`config.mk`:
```
export PLATFORM = sky130hd
export DESIGN_NAME = memory_access_unit
export DESIGN_NICKNAME = d
export VERILOG_FILES = /design/src/rtl/cpu_pkg.sv /design/src/rtl/memory_access_unit.sv
export SDC_FILE = /design/constraint.sdc
export NUM_CORES = 1
export LEC_CHECK = 0
export ABC_AREA = 0
export CAP_MARGIN = 20
export CELL_PAD_IN_SITES_DETAIL_PLACEMENT = 2
export CELL_PAD_IN_SITES_GLOBAL_PLACEMENT = 2
export CORE_UTILIZATION = 24
export CTS_CLUSTER_DIAMETER = 150
export DETAILED_ROUTE_END_ITERATION = 16
export GPL_TIMING_DRIVEN = 0
export PLACE_DENSITY_LB_ADDON = 0.12
export SYNTH_ARGS = -nofsm -noshare
export SYNTH_HDL_FRONTEND = slang
export SYNTH_SLANG_ARGS = --single-unit
```
`constraint.sdc`:
```
create_clock -name clk -period 4.4 [get_ports clk]
set_clock_uncertainty 0.2 [all_clocks]
set_input_delay 0.44 -clock clk [delete_from_list [all_inputs] [get_ports clk]]
set_output_delay 0.44 -clock clk [all_outputs]
set_load 0.02 [all_outputs]
```
`src/rtl/cpu_pkg.sv`:
```
// Shared CPU types and constants.
// Holds the memory-stage FSM state type and the vector/word geometry.
package cpu_pkg;

  localparam int VEC_LANES = 8;
  localparam int WORD_W    = 16;

  typedef enum logic [2:0] {
    IDLE,
    S_RD,
    V_RD,
    V_WR,
    DONE
  } mem_state_t;

endpackage

```
`src/rtl/memory_access_unit.sv`:
```
// Memory stage: scalar and multi-beat vector loads/stores over one
// 16-bit synchronous data port, stalling upstream until results land.
//
// Ports:
//   clk, reset             clock, async active-high reset
//   mem_read, mem_write    load / store request from EX/MEM
//   vector_op              1 = vector (LANES x 16), 0 = scalar
//   address                base word address
//   store_data             scalar store data
//   vector_store_data      vector store data, lane k at [16k+15:16k]
//   mem_addr/we/re/wdata   data-memory port (combinational)
//   mem_rdata              read data, one cycle after mem_re
//   data_from_memory       last scalar load result
//   vector_data_from_memory last vector load result
//   stall                  freeze upstream, bubble into MEM/WB
module memory_access_unit
  import cpu_pkg::*;
#(
  parameter int ADDR_W = 16,
  parameter int LANES  = VEC_LANES
) (
  input  logic                     clk,
  input  logic                     reset,
  input  logic                     mem_read,
  input  logic                     mem_write,
  input  logic                     vector_op,
  input  logic [ADDR_W-1:0]        address,
  input  logic [WORD_W-1:0]        store_data,
  input  logic [WORD_W*LANES-1:0]  vector_store_data,
  output logic [ADDR_W-1:0]        mem_addr,
  output logic                     mem_we,
  output logic                     mem_re,
  output logic [WORD_W-1:0]        mem_wdata,
  input  logic [WORD_W-1:0]        mem_rdata,
  output logic [WORD_W-1:0]        data_from_memory,
  output logic [WORD_W*LANES-1:0]  vector_data_from_memory,
  output logic                     stall
);

  localparam int BW = $clog2(LANES + 1);
  localparam int LW = (LANES > 1) ? $clog2(LANES) : 1;

  localparam logic [BW-1:0] B_ONE  = BW'(1);
  localparam logic [BW-1:0] B_LAST = BW'(LANES);
  localparam logic [BW-1:0] B_LM1  = BW'(LANES - 1);

  mem_state_t state_q, state_d;
  logic [BW-1:0] beat_q, beat_d;

  logic [WORD_W-1:0] data_q;
  logic [WORD_W-1:0] rd_lane [LANES];
  logic [WORD_W-1:0] st_lane [LANES];

  logic              s_cap;
  logic              v_cap;
  logic [LW-1:0]     cap_idx;
  logic [LW-1:0]     wr_idx;
  logic [ADDR_W-1:0] beat_addr;

  for (genvar k = 0; k < LANES; k++) begin : g_lane
    assign st_lane[k] =
      vector_store_data[WORD_W*k +: WORD_W];
    assign vector_data_from_memory[WORD_W*k +: WORD_W] =
      rd_lane[k];
  end

  // Read data returning now belongs to the read issued last beat.
  assign cap_idx   = LW'(beat_q - B_ONE);
  assign wr_idx    = LW'(beat_q);
  assign beat_addr = address + ADDR_W'(beat_q);

  assign data_from_memory = data_q;

  always_comb begin
    state_d   = state_q;
    beat_d    = beat_q;
    mem_addr  = '0;
    mem_we    = 1'b0;
    mem_re    = 1'b0;
    mem_wdata = '0;
    stall     = 1'b0;
    s_cap     = 1'b0;
    v_cap     = 1'b0;
    // Held-high requests must not leak strobes while in reset.
    if (!reset) begin
      unique case (state_q)
        IDLE: begin
          unique case (1'b1)
            mem_read: begin
              mem_re   = 1'b1;
              mem_addr = address;
              stall    = 1'b1;
              if (vector_op) begin
                beat_d  = B_ONE;
                state_d = V_RD;
              end else begin
                state_d = S_RD;
              end
            end
            mem_write && !mem_read: begin
              mem_we   = 1'b1;
              mem_addr = address;
              if (vector_op) begin
                mem_wdata = st_lane[0];
                stall     = 1'b1;
                beat_d    = B_ONE;
                state_d   = V_WR;
              end else begin
                mem_wdata = store_data;
              end
            end
            default: ;
          endcase
        end
        S_RD: begin
          s_cap   = 1'b1;
          stall   = 1'b1;
          state_d = DONE;
        end
        V_RD: begin
          v_cap = 1'b1;
          stall = 1'b1;
          if (beat_q < B_LAST) begin
            mem_re   = 1'b1;
            mem_addr = beat_addr;
            beat_d   = beat_q + B_ONE;
          end else begin
            state_d = DONE;
          end
        end
        V_WR: begin
          mem_we    = 1'b1;
          mem_addr  = beat_addr;
          mem_wdata = st_lane[wr_idx];
          if (beat_q < B_LM1) begin
            stall  = 1'b1;
            beat_d = beat_q + B_ONE;
          end else begin
            beat_d  = '0;
            state_d = IDLE;
          end
        end
        DONE: begin
          beat_d  = '0;
          state_d = IDLE;
        end
        default: state_d = IDLE;
      endcase
    end
  end

  always_ff @(posedge clk or posedge reset) begin
    if (reset) begin
      state_q <= IDLE;
      beat_q  <= '0;
      data_q  <= '0;
      for (int k = 0; k < LANES; k++) begin
        rd_lane[k] <= '0;
      end
    end else begin
      state_q <= state_d;
      beat_q  <= beat_d;
      if (s_cap) begin
        data_q <= mem_rdata;
      end
      if (v_cap) begin
        rd_lane[cap_idx] <= mem_rdata;
      end
    end
  end

endmodule

```
==> results of run 1 <==
==> worst min path at each step <==
stage | startpoint | endpoint | slack (ns) | cells after the start
global route | reset | vector_data_from_memory[102]$_DFFE_PP0P_ | 0.19 | 2
CTS | reset | vector_data_from_memory[9]$_DFFE_PP0P_ | 0.13 | 2
floorplan | mem_rdata[11] | vector_data_from_memory[11]$_DFFE_PP0P_ | 0.37 | 1
finish | reset | vector_data_from_memory[9]$_DFFE_PP0P_ | 0.13 | 2
detailed placement | vector_data_from_memory[74]$_DFFE_PP0P_ | vector_data_from_memory[74]$_DFFE_PP0P_ | 0.29 | 1
global placement | vector_data_from_memory[11]$_DFFE_PP0P_ | vector_data_from_memory[11]$_DFFE_PP0P_ | 0.28 | 1
==> through the flow <==
step                      power [mW]  cells  hold slack, ns  setup TNS (ns)  worst slack (ns)
final                           7.51   1541           0.127               0             0.311
after CTS                       7.64   1540           0.132               0            0.0474
after detailed placement        6.09   1508           0.294           -2.20            -0.552
after global placement          6.01   1503           0.277           -2.20            -0.543
after floorplan                 4.24    698           0.372               0             0.835
after global routing            7.95   1541           0.192               0         0.0000320
==> final cells by class <==
cell class                 instances  area share
antenna                            1    0.000190
buffer                            40      0.0186
clock buffer                      18      0.0333
clock inverter                    14      0.0118
inverter                          13     0.00427
multi-input combinational        493       0.324
sequential                       151       0.286
tap                              448      0.0425
timing repair buffer             363       0.280
==> logic make-up (layout without fill, tap and decap cells) <==
logic type | Yosys count | count (layout)
AO/OA/AOI/OAI | 144 | 144
AND/OR/NAND/NOR | 129 | 129
buffers and inverters | 54 | 448
XOR/XNOR | 5 | 5
other | 0 | 1
flip-flops | 151 | 151
adder cells (fa/ha/maj) | 7 | 7
multiplexers | 208 | 208
==> where the power goes <==
part           internal, mW  switching [mW]
clock network         0.825           0.655
registers              1.87           0.271
logic                  1.88            2.00
total                  4.58            2.93
==> registers in the layout, indices dropped and copies added, names as in the netlist <==
signal,count
vector_data_from_memory,128
data_from_memory,16
beat_q,4
state_q,3
==> routing by layer <==
metal  GRT usage  vias up
met4      0.0437        0
met5           0        -
met3      0.0535       23
met1       0.238     3645
li1            -     3337
met2       0.342      249
==> cells in the mapped netlist, types with 5 or more instances <==
library cell               count
sky130_fd_sc_hd__mux2_2      145
sky130_fd_sc_hd__a211oi_1     16
sky130_fd_sc_hd__nand3_1      11
sky130_fd_sc_hd__mux2_4       30
sky130_fd_sc_hd__nor2b_1      21
sky130_fd_sc_hd__nand2b_1      6
sky130_fd_sc_hd__buf_4         7
sky130_fd_sc_hd__nor2_1       12
sky130_fd_sc_hd__dfrtp_1     151
sky130_fd_sc_hd__mux2i_1      32
sky130_fd_sc_hd__and3_1        5
sky130_fd_sc_hd__a31oi_1       5
sky130_fd_sc_hd__ha_1          6
sky130_fd_sc_hd__clkbuf_1     17
sky130_fd_sc_hd__a22oi_1      19
sky130_fd_sc_hd__buf_2         9
sky130_fd_sc_hd__o22ai_1      16
sky130_fd_sc_hd__a21oi_1      10
sky130_fd_sc_hd__buf_6         5
sky130_fd_sc_hd__o21ai_0      53
sky130_fd_sc_hd__o31ai_1       9
sky130_fd_sc_hd__inv_1        13
sky130_fd_sc_hd__nand2_1      49
==> repair_timing <==
| action | in CTS | in global routing |
|---|---|---|
| resized for setup | 6 | 2 |
| endpoints found under the setup margin | 6 | 4 |
| setup buffers | 1 | 0 |
==> metrics.md, run 1 <==
| Metric | Value |
|---|---|
| Result of the run | finished clean |
| Effective utilization at floorplan | 0.246 |
| Non-Filler Cell Area, Final | between 10000 and 15000 sq um |
| Main combinational cell family by area after synthesis | multiplexers |
| Register clock-pin slew on the reported worst setup and hold paths | about 0.07 ns |
| Overall overflow remaining after global route | 0 |
| Capturing element type of the critical path | output pin |
| Highest clock frequency the design can meet | ~240 MHz |
| Worst-case headroom to the max-slew limit | 0.441 |
| Vias in the first global route | 8275 |
| Unrepaired setup endpoints after global routing | no |
| Number of failing setup endpoints in the final timing report | 0 |
| Synthesized instance count | 698 |
| Count of TritonRoute iterations in the first routing pass | 4 |
| Pin count of the biggest net entering global routing | 34 |
| Core area | 33900 sq um |
| Die height | 188 um |
| Post-Route M1 WL | 14400 um |
| Largest delay contributor family on the critical path | buffers and inverters |
| Reg area | 3780 sq um |
| Net count after synthesis | 886 |
| Largest fanout of any net on the critical path | 10 |
| All-layer global routing usage | 0.195 |
| Post-detailed-placement cell area | 12600 sq um |
| Transition time of the tightest slew-check pin | 0.839 ns |
| Area added between synthesis and finish | 58.4% |
| Average wire length per cell after detail routing | 22.0 um |
| Kind of critical path | flop to output pin |
| Arithmetic-cell share of the synthesized area counting full adders, half adders and majority gates | 0.0114 |
| Type of the worst min-delay path | primary input to async pin |
| Synth area leader | sky130_fd_sc_hd__dfrtp_1 |
| Wire length after detailed routing | 33900 um |
| Fraction of synthesis flops using an asynchronous set or reset pin | 1.00 |
| Insertion delay to the later sink of the worst-skew pair | 0.42 ns |
| Final HPWL DP | 26500 um |
| Share of synthesized cell area in and, or, nand and nor gates | 0.0897 |
| Reg2Reg Setup Slack | 1.25 ns |
| Area enclosed by the die boundary | 35500 sq um |
| Leading cell type in the layout, fill and taps excluded | sky130_fd_sc_hd__clkdlybuf4s50_1 |
| TritonCTS clock tree | yes |
| Met2 WL post-DR | 16900 um |
| Distinct cell type count of the synthesized netlist | 57 |
| FF-to-FF Start | beat_q[1]$_DFFE_PP0P_ |
| Compound-gate portion of the synthesized area | 0.110 |
| # DRC | 0 |
| Count of buffer and inverter cells on the critical path | 3 |
| Number of core rows | 67 |
| Cell chain of the critical path | clkbuf_4 > clkinvlp_4 > fa_1 > nand2b_1 > a21oi_4 > nor2b_2 > nand2_1 > o21ai_0 > clkdlybuf4s50_1 |
| Mux contribution to synthesized area | 0.290 |
| Number of failing hold endpoints at the final stage | 0 |
| I/O pin total | 360 |
| Startpoint kind of the worst setup timing path | flop |
| Total count of max-transition violations in the final report | 0 |
| Weighted congestion reported at the end of routability-driven placement | between 0.7 and 0.8 |
| Combined area of all synthesized cells | 8330 sq um |
| Critical path depth in cells | 9 |
| Via count normalized by instance count | 4.71 |
| Highest routing layer actually used | met4 |
| # H-tree levels | 4 |
| Synthesis warning total | 0 |
| Critical-path cell with the highest stage delay | sky130_fd_sc_hd__clkdlybuf4s50_1 |
| Number of synthesized register bits | 151 |
| Area share of the largest cell type after synthesis | 0.454 |
| Startpoint of the most critical setup path | beat_q[1]$_DFFE_PP0P_ |
| Worst vdd rail ir drop | 262 uV |
| Total met3 wirelength after detailed routing | 2240 um |
| Top library cells by usage in the layout, fill and taps aside | sky130_fd_sc_hd__clkdlybuf4s50_1 (355), sky130_fd_sc_hd__dfrtp_1 (151), sky130_fd_sc_hd__mux2_2 (145) |
| Number of CTS-inserted buffers | 17 |
| Average instance area after synthesis | 11.9 sq um |
| Buffer levels on the longest clock path | 2 |
| Proportion of layout cells with a drive suffix above 1 | 0.239 |
| Wire length of the first global-routing pass | 52300 um |
| Filler cell count | 3540 |
| Count of hold-fix buffers inserted at cts | 0 |
| Sink count of the clock tree | 151 |
| Antenna violations before repair | 1 |
| Arrival time at the worst endpoint | approximately 3.5 ns |
| Total number of nets in the final design | 1267 |
| Power density over the cells | approximately 570 nW/um^2 |
| Min Tclk post-route | around 4 ns |
| Vias post-DR | 7254 |
| Maximum capacitance violations | 0 |
| R2r worst-path depth | 8 |
| Period utilisation layout | 0.929 |
| Worst reg2reg endpoint | vector_data_from_memory[55]$_DFFE_PP0P_ |
| Main flop type after synthesis | sky130_fd_sc_hd__dfrtp_1 |
| Number of enable flip-flop cells after synthesis | 0 |
| Number of DRC markers after the initial detailed-route iteration | 174 |
| Worst path required time | 3.76 ns |
| Final Core Density | 0.390 |
| Area of the multi-input gates | 4270 sq um |
| Count of buffers from port buffering | 357 |
| Clock tree root buffer cell | sky130_fd_sc_hd__clkbuf_16 |
| Pleak | 5.59 nW |
| End point of the critical path | mem_addr[12] |
| Die boundary width | between 150 and 200 um |
| Routed Antenna Nets | 0 |
| Slowest cell delay on critical path | 0.64 ns |
| Share of the yosys chip area belonging to registers | 0.454 |
| Largest cells by area after synthesis | sky130_fd_sc_hd__dfrtp_1 (45%), sky130_fd_sc_hd__mux2_2 (20%), sky130_fd_sc_hd__mux2_4 (5.4%), sky130_fd_sc_hd__mux2i_1 (3.8%), sky130_fd_sc_hd__o21ai_0 (3.2%) |
| Xor/xnor share of the synthesized area | 0.00976 |
Note: power is estimated with default switching activity, not from simulation.
==> run 2, diff against run 1 <==
CORE_MARGIN = 2   (was default)
==> run 2 against run 1 <==
Effect of this change: via count barely moved; combinational power hardly changed; non-clock buffer count is 1 lower; core utilization decreased by 0.62 points; count of clock-buffer cells in the layout is 1 higher; clock power down 3%; largest cell class unchanged; wire length grew 0.34%; sequential power barely moved; sequential share of layout area about the same; setup slack got worse by 0.070 ns; sequential cell count unchanged; register-to-register slack lost 0.07 ns; critical endpoint is now mem_addr[8].
==> metrics.md, run 2 (synthesis results as in run 1) <==
| Metric | Value |
|---|---|
| Result of the run | finished clean |
| Worst hold slack across all endpoints | 0.124 ns (-0.00232 ns) |
| Reg2Reg Setup Slack | 1.18 ns (-0.07 ns) |
| Capturing element type of the critical path | output pin |
| Die boundary width | 190 um (+1.1%) |
| Period utilisation layout | 0.945 (+0.0159) |
| # DRC | 0 (unchanged) |
| Worst reg2reg endpoint | vector_data_from_memory[55]$_DFFE_PP0P_ |
| Number of DRC markers after the initial detailed-route iteration | 191 (+9.8%) |
| Number of core rows | 68 (+1.5%) |
| Maximum capacitance violations | 0 (unchanged) |
| End point of the critical path | mem_addr[8] |
| Number of failing setup endpoints in the final timing report | 0 (unchanged) |
| Area enclosed by the die boundary | 36200 sq um (+2.1%) |
| Routed Antenna Nets | 0 (unchanged) |
| All-layer global routing usage | 0.188 (-0.00722) |
| # H-tree levels | 4 (unchanged) |
| Overall overflow remaining after global route | 0 (unchanged) |
| Number of failing hold endpoints at the final stage | 0 (unchanged) |
| Met2 WL post-DR | 16800 um (-0.27%) |
| TritonCTS clock tree | yes |
| Total count of max-transition violations in the final report | 0 (unchanged) |
| Startpoint of the most critical setup path | beat_q[1]$_DFFE_PP0P_ |
| Final total power | 7.46 mW (-0.62%) |
| Final HPWL DP | 26800 um (+0.85%) |
| Vias in the first global route | 8083 (-2.3%) |
| Min Tclk post-route | 4.16 ns (+0.0698 ns) |
| Number of flip-flops under the largest register name | 128 (unchanged) |
| Total met3 wirelength after detailed routing | 2160 um (-3.4%) |
| Type of the worst min-delay path | primary input to async pin |
| Clock tree root buffer cell | sky130_fd_sc_hd__clkbuf_16 |
| FF-to-FF Start | beat_q[1]$_DFFE_PP0P_ |
| Weighted congestion reported at the end of routability-driven placement | 0.799 (+7.6%) |
| Transition time of the tightest slew-check pin | 0.886 ns (+0.0470 ns) |
| Count of buffers from port buffering | 357 (unchanged) |
| Pleak | 5.56 nW (-0.53%) |
| Die height | 190 um (+1.1%) |
| Proportion of layout cells with a drive suffix above 1 | 0.238 (-0.000698) |
| Post-Route M1 WL | 14600 um (+1.5%) |
| Largest fanout of any net on the critical path | 10 (unchanged) |
| Non-Filler Cell Area, Final | 13200 sq um (-0.12%) |
| I/O pin total | 360 (unchanged) |
| Antenna violations before repair | 5 (+4) |
| Insertion delay to the later sink of the worst-skew pair | 0.42 ns (about the same) |
| Top library cells by usage in the layout, fill and taps aside | sky130_fd_sc_hd__clkdlybuf4s50_1 (356), sky130_fd_sc_hd__dfrtp_1 (151), sky130_fd_sc_hd__mux2_2 (145) |
| Worst-case headroom to the max-slew limit | 0.409 (-0.0314) |
| Total number of nets in the final design | 1266 (-0.079%) |
| Via count normalized by instance count | 4.67 (-0.74%) |
| Wire length of the first global-routing pass | 50900 um (-2.7%) |
| R2r worst-path depth | 8 (unchanged) |
| Buffer levels on the longest clock path | 2 (unchanged) |
| Arrival time at the worst endpoint | 3.52 ns (+0.07 ns) |
| Post-detailed-placement cell area | 12600 sq um (-0.15%) |
| Average wire length per cell after detail routing | 22.0 um (-0.31%) |
| Area added between synthesis and finish | 58.2% |
| Kind of critical path | flop to output pin |
| Unrepaired setup endpoints after global routing | no |
| Highest routing layer actually used | met4 |
| Effective utilization at floorplan | 0.242 (-0.00362) |
| Register clock-pin slew on the reported worst setup and hold paths | 0.06 ns (about the same) |
| Highest clock frequency the design can meet | 240 MHz (-1.7%) |
| Worst vdd rail ir drop | 283 uV (+8.3%) |
| Count of TritonRoute iterations in the first routing pass | 4 (unchanged) |
| Pin count of the biggest net entering global routing | 34 (unchanged) |
| Leading cell type in the layout, fill and taps excluded | sky130_fd_sc_hd__clkdlybuf4s50_1 |
| Wire length after detailed routing | 34100 um (+0.34%) |
| Worst path required time | 3.76 ns (about the same) |
| Sink count of the clock tree | 151 (unchanged) |
| Number of CTS-inserted buffers | 17 (unchanged) |
| Startpoint kind of the worst setup timing path | flop |
| Core area | 34400 sq um (+1.5%) |
| Vias post-DR | 7247 (-0.096%) |
| Power density over the cells | 566 nW/um^2 (-0.50%) |
==> run 2: cell types whose count changed in the layout (fill, tap and decap cells not counted), sizes merged <==
cell | before | now
inv | 21 | 20
clkdlybuf4s50 | 355 | 356
buf | 30 | 29
clkinvlp | 2 | 3
bufinv | 1 | 0
dlygate4sd2 | 1 | 0
clkbuf | 34 | 35
diode | 1 | 5
==> run 2: area by class of cell <==
cell class,count,area [sq um]
fill,3628,21200
multi-input combinational,493,4280
sequential,151,3780
timing repair buffer,362,3660
tap,455,569
clock buffer,19,453
buffer,40,245
clock inverter,13,128
inverter,13,56.3
antenna,5,12.5
==> run 2: critical path, cell delays in order, from the launching register on <==
cell and delay, ns:
sky130_fd_sc_hd__dfrtp_1 0.46, sky130_fd_sc_hd__clkbuf_4 0.28, sky130_fd_sc_hd__clkinvlp_4 0.20, sky130_fd_sc_hd__fa_1 0.48
sky130_fd_sc_hd__nand2b_1 0.23, sky130_fd_sc_hd__a21oi_4 0.26, sky130_fd_sc_hd__nor2b_4 0.23, sky130_fd_sc_hd__inv_1 0.08
sky130_fd_sc_hd__o31ai_1 0.22, sky130_fd_sc_hd__clkdlybuf4s50_1 0.65
==> run 2: timing repair <==
item | in CTS | in global routing
buffers inserted | 1 | 0
endpoints found under the setup margin | 6 | 3
endpoints found under the hold margin | 0 | 0
hold buffers | 0 | 0
resized for setup | 6 | 2
==> run 2: how the worst min path moves through the flow <==
stage / start / endpoint / slack [ns] / cells past startpoint
6_report: reset / state_q[1]$_DFFE_PP0P_ / 0.12 / 2
5_1_grt: reset / vector_data_from_memory[18]$_DFFE_PP0P_ / 0.20 / 2
4_1_cts: reset / state_q[2]$_DFFE_PP0P_ / 0.14 / 2
3_5_place_dp: vector_data_from_memory[6]$_DFFE_PP0P_ / vector_data_from_memory[6]$_DFFE_PP0P_ / 0.29 / 1
3_3_place_gp: vector_data_from_memory[11]$_DFFE_PP0P_ / vector_data_from_memory[11]$_DFFE_PP0P_ / 0.28 / 1
2_1_floorplan: mem_rdata[11] / vector_data_from_memory[11]$_DFFE_PP0P_ / 0.37 / 1
==> run 2: through the flow <==
step	worst slack, ns	util	setup TNS (ns)	instances
after floorplan	0.835	-	0	698
after global placement	-0.577	0.363	-2.38	1510
after detailed placement	-0.585	0.365	-2.46	1514
after CTS	0.0455	0.383	0	1546
after global routing	0.0219	0.384	0	1551
final	0.241	0.384	0	1551
==> run 2: power breakdown <==
part	internal, mW	switching, mW	total [mW]
Combinational	1.88	2.01	3.89
Sequential	1.87	0.269	2.14
Clock	0.781	0.652	1.43
Total	4.53	2.93	7.46
==> run 2: metal layers <==
metal | vias up | GRT usage
li1 | 3344 | -
met1 | 3646 | 0.231
met2 | 232 | 0.326
met3 | 25 | 0.0493
met4 | 0 | 0.0486
met5 | - | 0
==> run 3, diff against run 2 <==
CTS_BUF_LIST = sky130_fd_sc_hd__clkbuf_4 sky130_fd_sc_hd__clkbuf_8 sky130_fd_sc_hd__clkbuf_16   (was default)
==> results of run 3 <==
Same layout as run 2: the final DEF is identical, and so are final timing and power.
